$ cat src/rtl/mipi_rx_pkg.sv
// Shared definitions for the MIPI DSI receive timing controller.
//   DT_*     : DSI data-type codes seen on the receiver command stream
//   state_t  : sequencing states of the timing controller
package mipi_rx_pkg;

    localparam logic [5:0] DT_VSS    = 6'h01;
    localparam logic [5:0] DT_VSE    = 6'h11;
    localparam logic [5:0] DT_HSS    = 6'h21;
    localparam logic [5:0] DT_HSE    = 6'h31;
    localparam logic [5:0] DT_RGB888 = 6'h3E;

    typedef enum logic [1:0] {
        DISABLED = 2'd0,
        WAIT_VSS = 2'd1,
        IN_FRAME = 2'd2
    } state_t;

endpackage

$ cat src/rtl/mipi_rx_pulse_gen.sv
// Retriggerable fixed-length pulse generator.
//   clk     : system clock
//   rst     : asynchronous active-high reset
//   trigger : one-cycle request; pulse is high for WIDTH cycles starting next cycle
//   enable  : low clears any pulse in progress
//   pulse   : output pulse
module mipi_rx_pulse_gen #(
    parameter int WIDTH = 4
) (
    input  logic clk,
    input  logic rst,
    input  logic trigger,
    input  logic enable,
    output logic pulse
);

    localparam int CW = $clog2(WIDTH + 1);

    logic [CW-1:0] cnt;

    // A trigger during an active pulse reloads the count, stretching the pulse.
    always_ff @(posedge clk or posedge rst) begin
        if (rst) begin
            cnt <= '0;
        end else if (!enable) begin
            cnt <= '0;
        end else if (trigger) begin
            cnt <= CW'(WIDTH);
        end else if (cnt != '0) begin
            cnt <= cnt - CW'(1);
        end
    end

    assign pulse = (cnt != '0);

endmodule

$ cat src/rtl/mipi_rx_timing_ctrl.sv
// MIPI DSI receive video timing controller.
// Decodes the receiver command stream into Vsync/Hsync pulses, a frame-active
// level and a pixel datapath gate; counts lines and frames; flags errors.
//   CLKn, RST            : clock, asynchronous active-high reset
//   En                   : block enable, low forces DISABLED
//   Rx_cmd_data_type/valid : packet header data type and its strobe
//   Err_clr              : clears sticky error flags
//   Vsync, Hsync         : timing pulses
//   Frame_active, Pix_en : frame level and pixel gate
//   Line_cnt, Last_line_cnt, Frame_cnt : line / frame accounting
//   Err_lines, Err_seq   : sticky error flags
//
// state    | meaning
// DISABLED | block off, waits for En
// WAIT_VSS | enabled, waiting for the first frame start
// IN_FRAME | inside a frame, lines are being counted
module mipi_rx_timing_ctrl
    import mipi_rx_pkg::*;
#(
    parameter int VS_WIDTH  = 6,
    parameter int HS_WIDTH  = 4,
    parameter int LINE_W    = 12,
    parameter int EXP_LINES = 1080
) (
    input  logic              CLKn,
    input  logic              RST,
    input  logic              En,
    input  logic [5:0]        Rx_cmd_data_type,
    input  logic              Rx_cmd_valid,
    input  logic              Err_clr,
    output logic              Vsync,
    output logic              Hsync,
    output logic              Frame_active,
    output logic              Pix_en,
    output logic [LINE_W-1:0] Line_cnt,
    output logic [LINE_W-1:0] Last_line_cnt,
    output logic [15:0]       Frame_cnt,
    output logic              Err_lines,
    output logic              Err_seq
);

    state_t            state, state_n;
    logic [LINE_W-1:0] line_cnt_n, last_line_n;
    logic [15:0]       frame_cnt_n;
    logic              line_open, line_open_n;
    logic              pix_seen, pix_seen_n;
    logic              err_lines_set, err_seq_set;
    logic              vs_trig, hs_trig;
    logic              is_vss, is_hss, is_pix;
    logic [LINE_W:0]   final_sum;
    logic [LINE_W-1:0] final_lines;

    assign is_vss = Rx_cmd_valid && (Rx_cmd_data_type == DT_VSS);
    assign is_hss = Rx_cmd_valid && (Rx_cmd_data_type == DT_HSS);
    assign is_pix = Rx_cmd_valid && (Rx_cmd_data_type == DT_RGB888);

    // A line still open with pixels counts toward the frame being closed.
    assign final_sum   = {1'b0, Line_cnt} + {{LINE_W{1'b0}}, (line_open & pix_seen)};
    assign final_lines = final_sum[LINE_W] ? '1 : final_sum[LINE_W-1:0];

    always_comb begin
        state_n       = state;
        line_cnt_n    = Line_cnt;
        last_line_n   = Last_line_cnt;
        frame_cnt_n   = Frame_cnt;
        line_open_n   = line_open;
        pix_seen_n    = pix_seen;
        err_lines_set = 1'b0;
        err_seq_set   = 1'b0;
        vs_trig       = 1'b0;
        hs_trig       = 1'b0;

        if (!En) begin
            // Disable wins over any command this cycle; no frame close.
            state_n     = DISABLED;
            line_cnt_n  = '0;
            line_open_n = 1'b0;
            pix_seen_n  = 1'b0;
        end else begin
            case (state)
                DISABLED: state_n = WAIT_VSS;
                WAIT_VSS: begin
                    if (is_vss) begin
                        state_n = IN_FRAME;
                        vs_trig = 1'b1;
                    end else if (is_pix) begin
                        err_seq_set = 1'b1;
                    end
                end
                IN_FRAME: begin
                    if (is_vss) begin
                        vs_trig     = 1'b1;
                        last_line_n = final_lines;
                        frame_cnt_n = Frame_cnt + 16'd1;
                        line_cnt_n  = '0;
                        line_open_n = 1'b0;
                        pix_seen_n  = 1'b0;
                        if (final_lines != LINE_W'(EXP_LINES)) begin
                            err_lines_set = 1'b1;
                        end
                    end else if (is_hss) begin
                        hs_trig = 1'b1;
                        if (line_open && pix_seen && (Line_cnt != '1)) begin
                            line_cnt_n = Line_cnt + LINE_W'(1);
                        end
                        line_open_n = 1'b1;
                        pix_seen_n  = 1'b0;
                    end else if (is_pix) begin
                        if (line_open && !pix_seen) begin
                            pix_seen_n = 1'b1;
                        end else begin
                            err_seq_set = 1'b1;
                        end
                    end
                end
                default: state_n = DISABLED;
            endcase
        end
    end

    always_ff @(posedge CLKn or posedge RST) begin
        if (RST) begin
            state         <= DISABLED;
            Line_cnt      <= '0;
            Last_line_cnt <= '0;
            Frame_cnt     <= '0;
            line_open     <= 1'b0;
            pix_seen      <= 1'b0;
            Frame_active  <= 1'b0;
            Pix_en        <= 1'b0;
            Err_lines     <= 1'b0;
            Err_seq       <= 1'b0;
        end else begin
            state         <= state_n;
            Line_cnt      <= line_cnt_n;
            Last_line_cnt <= last_line_n;
            Frame_cnt     <= frame_cnt_n;
            line_open     <= line_open_n;
            pix_seen      <= pix_seen_n;
            // Built from next-state so the levels line up with the state register.
            Frame_active  <= (state_n == IN_FRAME);
            Pix_en        <= (state_n == IN_FRAME) && line_open_n;
            Err_lines     <= err_lines_set | (Err_lines & ~Err_clr);
            Err_seq       <= err_seq_set | (Err_seq & ~Err_clr);
        end
    end

    mipi_rx_pulse_gen #(.WIDTH(VS_WIDTH)) u_vs_gen (
        .clk     (CLKn),
        .rst     (RST),
        .trigger (vs_trig),
        .enable  (En),
        .pulse   (Vsync)
    );

    mipi_rx_pulse_gen #(.WIDTH(HS_WIDTH)) u_hs_gen (
        .clk     (CLKn),
        .rst     (RST),
        .trigger (hs_trig),
        .enable  (En),
        .pulse   (Hsync)
    );

endmodule

$ cat config.mk
export PLATFORM = sky130hd
export DESIGN_NAME = mipi_rx_timing_ctrl
export DESIGN_NICKNAME = d
export VERILOG_FILES = /design/src/rtl/mipi_rx_pkg.sv /design/src/rtl/mipi_rx_pulse_gen.sv /design/src/rtl/mipi_rx_timing_ctrl.sv
export SDC_FILE = /design/constraint.sdc
export NUM_CORES = 1
export LEC_CHECK = 0
export ABC_AREA = 1
export BUFFER_PORTS_ARGS = -buffer_cell sky130_fd_sc_hd__clkbuf_2
export CAP_MARGIN = 5
export CORE_MARGIN = 3
export CORE_UTILIZATION = 55
export CTS_BUF_LIST = sky130_fd_sc_hd__clkbuf_4 sky130_fd_sc_hd__clkbuf_8
export CTS_CLUSTER_DIAMETER = 200
export DETAILED_ROUTE_END_ITERATION = 7
export HOLD_SLACK_MARGIN = 0.12
export PLACE_DENSITY = 0.79
export SYNTH_ARGS = -nofsm -noshare
export SYNTH_HDL_FRONTEND = slang
export SYNTH_SLANG_ARGS = --single-unit
$ cat constraint.sdc
create_clock -name CLKn -period 2.34 [get_ports CLKn]
set_clock_uncertainty 0.15 [all_clocks]
set_input_delay 0.117 -clock CLKn [delete_from_list [all_inputs] [get_ports CLKn]]
set_output_delay 0.117 -clock CLKn [all_outputs]
set_load 0.02 [all_outputs]
# Yosys cells after proc, flatten, opt, wreduce, memory -nomap -nowiden
# Index checks and enable logic that the tools add are counted.
totals:
  inputBits: 11
  regBits: 54
  output_inout_bits: 46
  elab_cells: 97
op_classes:
  bitwise_logic: 6
  mux: 44
  n_reduce_logical: 15
  eq_ne: 15
  n_addsub: 5
op_table:
  columns: ["cell", "n"]
  rows:
  - ["two-way mux 12 bit", 6]
  - ["two-way mux 1 bit", 28]
  - ["two-way mux 3 bit", 6]
  - ["adder 16 x 1 -> 16 bit (second input constant)", 1]
  - ["adder 12 x 1 -> 13 bit", 1]
  - ["adder 12 x 1 -> 12 bit (second input constant)", 1]
  - ["== test 6 bit (second input constant)", 2]
  - ["inequality test 12 x 11 -> 1 bit (second input constant)", 1]
  - ["inequality test 12 bit (second input constant)", 1]
  - ["inequality test 3 x 1 -> 1 bit (second input constant)", 4]
  - ["AND reduction 3 bit", 3]
  - ["inequality test 4 x 1 -> 1 bit (second input constant)", 2]
  - ["logical AND 1 bit", 7]
  - ["== test 6 x 1 -> 1 bit (second input constant)", 1]
  - ["one-hot mux 2 bit (3 select lines)", 1]
  - ["nonzero test 3 bit", 2]
  - ["subtractor 3 x 1 -> 3 bit (second input constant)", 2]
  - ["== test 2 bit (second input constant)", 2]
  - ["two-way mux 2 bit", 2]
  - ["AND 1 bit", 3]
  - ["== test 2 x 1 -> 1 bit (second input constant)", 1]
  - ["zero test 2 bit", 1]
  - ["inequality test 2 x 1 -> 1 bit (second input constant)", 1]
  - ["bitwise OR 1 bit", 2]
  - ["4 further kinds", 4]

# Depth between registers and ports, before layout
logic_depth:
  depth_word: 9
  depth_mapped: 15
  ltp_nobuf: 15

# Cells and area by module
# From an unflattened synthesis, not the netlist that was laid out.
unflattened:
  hier_cells: 441
  hier_area_um2: 3385.7
by_module_without_submodules:
  columns: ["mod", "instances", "cells_each", "area_per_inst_um2"]
  rows:
  - ["mipi_rx_timing_ctrl", 1, 384, 2976.6]
  - ["mipi_rx_pulse_gen at u_vs_gen", 1, 28, 209.0]
  - ["mipi_rx_pulse_gen at u_hs_gen", 1, 29, 200.2]

# Worst setup path before layout
# Ideal clock, no wire load.
synth_path:
  path_kind: "flip-flop to flip-flop"
  from: "register Line_cnt[0]"
  to: "register Err_lines"
  arrival_ps: 1697
  required_time_ps: 2073
  stages_incl_launch_ff: 12
  path_slack_ps: 376
  setup_ps: 117
  period_less_slack_ps: 1964
  cell_sequence: "dfrtp_1 ha_1 ha_1 inv_1 nor2_1 nand3_2 nand3_1 nand3_1 nor2_1 nand2_1 nand2_1 nand2_1"
synth_via:
  elab_chain_len: 8
synth_lines:
  columns: ["item", "line", "text"]
  rows:
  - ["start, declared", "mipi_rx_timing_ctrl.sv:35", "output logic [LINE_W-1:0] Line_cnt,"]
  - ["start signal, assigned", "mipi_rx_timing_ctrl.sv:135", "Line_cnt <= line_cnt_n;"]
  - ["adder 12 x 1 -> 13 bit", "mipi_rx_timing_ctrl.sv:58", "assign final_sum = {1'b0, Line_cnt} + {{LINE_W{1'b0}}, (line_open & pix_seen)};"]
  - ["two-way mux 12 bit", "mipi_rx_timing_ctrl.sv:59", "assign final_lines = final_sum[LINE_W] ? '1 : final_sum[LINE_W-1:0];"]
  - ["inequality test 12 x 11 -> 1 bit", "mipi_rx_timing_ctrl.sv:98", "if (final_lines != LINE_W'(EXP_LINES)) begin"]
  - ["two-way mux 1 bit", "mipi_rx_timing_ctrl.sv:98", null]
  - ["two-way mux 1 bit", "mipi_rx_timing_ctrl.sv:91", "if (is_vss) begin"]
  - ["two-way mux 1 bit", "mipi_rx_timing_ctrl.sv:80", "case (state)"]
  - ["two-way mux 1 bit", "mipi_rx_timing_ctrl.sv:73", "if (!En) begin"]
  - ["bitwise OR 1 bit", "mipi_rx_timing_ctrl.sv:143", "Err_lines <= err_lines_set | (Err_lines & ~Err_clr);"]
  - ["end signal, assigned", "mipi_rx_timing_ctrl.sv:143", null]
  - ["end, declared", "mipi_rx_timing_ctrl.sv:38", "output logic Err_lines,"]
# No other way between the ends.
# A chain may end at the register's enable or synchronous reset.

# Worst setup path in the final report
layout_path:
  from: "register Line_cnt[0]"
  to: "register Line_cnt[1]"
layout_via:
  elab_chain_len: 6
  word_cells_on_any_way: 10
  classes_between: "add/sub (1); eq/ne (2); mux (5); reduce/logical (2)"
layout_lines:
  columns: ["item", "line", "text"]
  rows:
  - ["adder 12 x 1 -> 12 bit", "mipi_rx_timing_ctrl.sv:104", "line_cnt_n = Line_cnt + LINE_W'(1);"]
  - ["two-way mux 12 bit", "mipi_rx_timing_ctrl.sv:103", "if (line_open && pix_seen && (Line_cnt != '1)) begin"]
  - ["two-way mux 12 bit", "mipi_rx_timing_ctrl.sv:101", "end else if (is_hss) begin"]
  - ["two-way mux 12 bit", "mipi_rx_timing_ctrl.sv:91", null]
  - ["two-way mux 12 bit", "mipi_rx_timing_ctrl.sv:80", null]
  - ["two-way mux 12 bit", "mipi_rx_timing_ctrl.sv:73", null]
# Parallel ways exist; a longest one is shown, timed or not. The select of a mux whose other input is x is not followed.

==> flow_summary_export.csv <==
group,metric,value,unit
final_layout,layout.area.seq,0.001351,mm^2
sta,tightest_slew,0.4349,ns
min_path,hold_path.class,"input port to register",
clock_tree,cts-htree-levels,2,
sta,setup_viol,0,
synthesis,syn_nets,450,
final_layout,layout_common_cells,"nand2_1 (124), clkbuf_2 (56), dfrtp_1 (54), inv_1 (51), nor2_1 (35)",
final_layout,antennaDiodeCount,0,
synthesis,syn_inst,426,
synthesis,synth_compound_area_frac,0.08573,
synthesis,netlist.area_leader.share,0.4133,
drt,vias,2985,
floorplan,ios,57,
clock_tree,cts_tree,"yes",
drt,ant_nets,0,
sta,rsz0062_at_grt,"false",
sta,hold_violations,0,
clock_tree,cts_buffer_depth,2,
synthesis,synth_cell_types,33,
final_layout,multiInputGateArea,0.001660,mm^2
worst_setup_path,crit_top_cell,"o21ai_2",
floorplan,initial_core_util,0.5795,
clock_tree,insertion_delay,0.31,ns
synthesis,yosys.area_share.simple,0.3131,
sta,fin_crit_sh,0.8945,
drt,drt_first_pass_iters,6,
power,leakage,1.942,nW
final_layout,layout_commonest_cell,"nand2_1",
clock_tree,cts.sinks,54,
floorplan,core,0.005642,mm^2
synthesis,syn_area_per_cell,7.675,um^2
sta,final.setup.tns,0,ns
global_routing,grt_max_degree,25,
worst_setup_path,critPathKind,"register to register",
worst_setup_path,cp_slowest_cell,"dfrtp_1",
worst_setup_path,worstReg2RegEnd,"Line_cnt[1]",
sta,period_minus_slack,2.093,ns
global_routing,grt_pass1_vias,2879,
final_layout,final_nets,513,
place,numPortBuffers,56,
worst_setup_path,cp_data_required_time,2.43,ns
worst_setup_path,reg2reg_from,"Line_cnt[0]",
status,status,"finished clean",
floorplan,die_area,0.006906,mm^2
worst_setup_path,critPathMaxStageDelay,0.50,ns
drt,drtIter0Drc,210,
drt,drt-wirelength-per-cell,13.53,um
global_routing,grt_pass1_wl,12980,um
global_routing,overflow,0,
clock_tree,numCtsBuffers,5,
synthesis,synth_area,0.003269,mm^2
synthesis,muxShareOfSynthArea,0,
final_layout,n_fill_cell,476,
worst_setup_path,crit_chain,"ha_1, nand3_1, inv_1, nand2_2, nor3_2, o21ai_2, nand2_4, nand2_1, o21ai_2",
synthesis,yosys.area.top_type,"dfrtp_1",
synthesis,synthAdderAreaFrac,0.04975,
worst_setup_path,rr_worst_depth,9,
power,powerDensity,564.9,mW/mm^2
place,hpwl,5690,um
drt,via_per_inst,5.311,
synthesis,synth_area_leaders,"dfrtp_1 (41%), nand2_1 (14%), inv_1 (6.0%), ha_1 (5.0%), nand3_1 (4.6%)",
min_path,hold_path.startpoint,"Rx_cmd_valid",
final_layout,area_delta_synth_final,15.88,%
min_path,min_to,"Err_seq",
power,ir_drop,0.5008,mV
sta,max_freq,477.8,MHz
synthesis,synth_top_family_by_area,"simple AND/OR/NAND/NOR gates",
place,gp_congestion,0.9505,
final_layout,fin_util,0.6715,
worst_setup_path,r2r_slack,0.25,ns
worst_setup_path,end_kind,"register",
floorplan,die_h,83.10,um
synthesis,yosys_warnings,0,
drt,drc,0,
power,power,2.140,mW
global_routing,grt.total_usage,0.2274,
clock_tree,path_clk_slew,0.10,ns
floorplan,die_w,83.10,um
synthesis,synth-xor-area-share,0.05626,
worst_setup_path,worstPathArrival,2.19,ns
synthesis,ys_ff_latch,54,
synthesis,synth-seq-area-share,0.4133,
final_layout,drive_gt1_frac,0.1959,
worst_setup_path,critPathLaunchType,"register",
sta,hold_ws,0.1707,ns
min_path,holdPathStages,4,
drt,wl,7606,um
worst_setup_path,crit_fanout,24,
run,maxCapViolCount,0,
floorplan,placementRows,27,
sta,slew_viol_final,0,
sta,maxSlewHeadroom,0.7085,
global_routing,antenna_found_initial,0,
clock_tree,cts_root_buffer,"clkbuf_8",
[cell type report]
type,count,share of cell area
tap,72,0.02378
timing repair buffer,66,0.09775
sequential,54,0.3567
clock inverter,3,0.01189
clock buffer,5,0.01816
multi-input combinational,308,0.4382
inverter,54,0.05350
[sequential cells by signal, summed over array words and instances, names as in the netlist]
| signal | cells |
|---|---|
| Err_lines | 1 |
| Err_seq | 1 |
| Frame_active | 1 |
| Frame_cnt | 16 |
| Last_line_cnt | 12 |
| Line_cnt | 12 |
| Pix_en | 1 |
| line_open | 1 |
| pix_seen | 1 |
| state | 2 |
| u_hs_gen.cnt | 3 |
| u_vs_gen.cnt | 3 |
[stage by stage]
step	worst slack (ns)	cells	instance area [um^2]
3_5_place_dp	0.2358	548	3605
5_1_grt	0.04905	562	3789
6_report	0.2469	562	3789
4_1_cts	0.2131	562	3779
2_1_floorplan	0.3764	426	3269
3_3_place_gp	0.3333	548	3605
[cells in the mapped netlist, drive strengths merged]
| library cell | number |
|---|---|
| nand3 | 31 |
| o31ai | 1 |
| nor3 | 7 |
| a31oi | 1 |
| a21oi | 7 |
| ha | 13 |
| nand2 | 130 |
| xor2 | 12 |
| nor4 | 1 |
| clkbuf | 3 |
| nor3b | 1 |
| o21ai | 35 |
| o21bai | 2 |
| inv | 54 |
| nand4 | 18 |
| buf | 7 |
| nor2 | 39 |
| dfrtp | 54 |
| nor4b | 1 |
| xnor2 | 9 |
[report_power, final]
group	switching [mW]	total [mW]	internal [mW]
logic	0.276	0.451	0.175
clock network	0.325	0.644	0.319
registers	0.0563	1.05	0.989
total	0.658	2.14	1.48
[critical path: cells and delay by family (launching register included)]
family / cells / cell delay (ns)
buffers and inverters: 1 / 0.17
adder cells (fa/ha/maj): 1 / 0.29
flip-flops: 1 / 0.50
AO/OA/AOI/OAI: 2 / 0.16
AND/OR/NAND/NOR: 5 / 0.75
[metal layers]
layer	track usage	part of all wire
met5	0	0
met4	0.07727	0.016
met3	0.03373	0.050
met2	0.3870	0.48
met1	0.2958	0.45
[timing repair]
item	4_1_cts	5_1_grt
gates resized for setup	0	3
setup buffers	0	0
setup endpoints to repair	0	1
endpoints found under the hold margin	66	0
hold buffers	6	0
[how the worst max path moves through the flow]
stage / start / end / slack [ns]
after detailed placement: line_open / Err_lines / 0.24
after global routing: line_open / Err_lines / 0.05
final: Line_cnt[0] / Line_cnt[1] / 0.25
after floorplan: Line_cnt[0] / Err_lines / 0.38
after CTS: line_open / Err_lines / 0.21
after global placement: line_open / Err_lines / 0.33
[kinds of logic after synthesis]
kind of cell,Yosys count
AOI/OAI and AO/OA,46
xor gates and xnor gates,21
adders and majority gates,13
buffers and inverters,64
DFF,54
and+or+nand+nor,228
(Power assumes the default switching activity.)
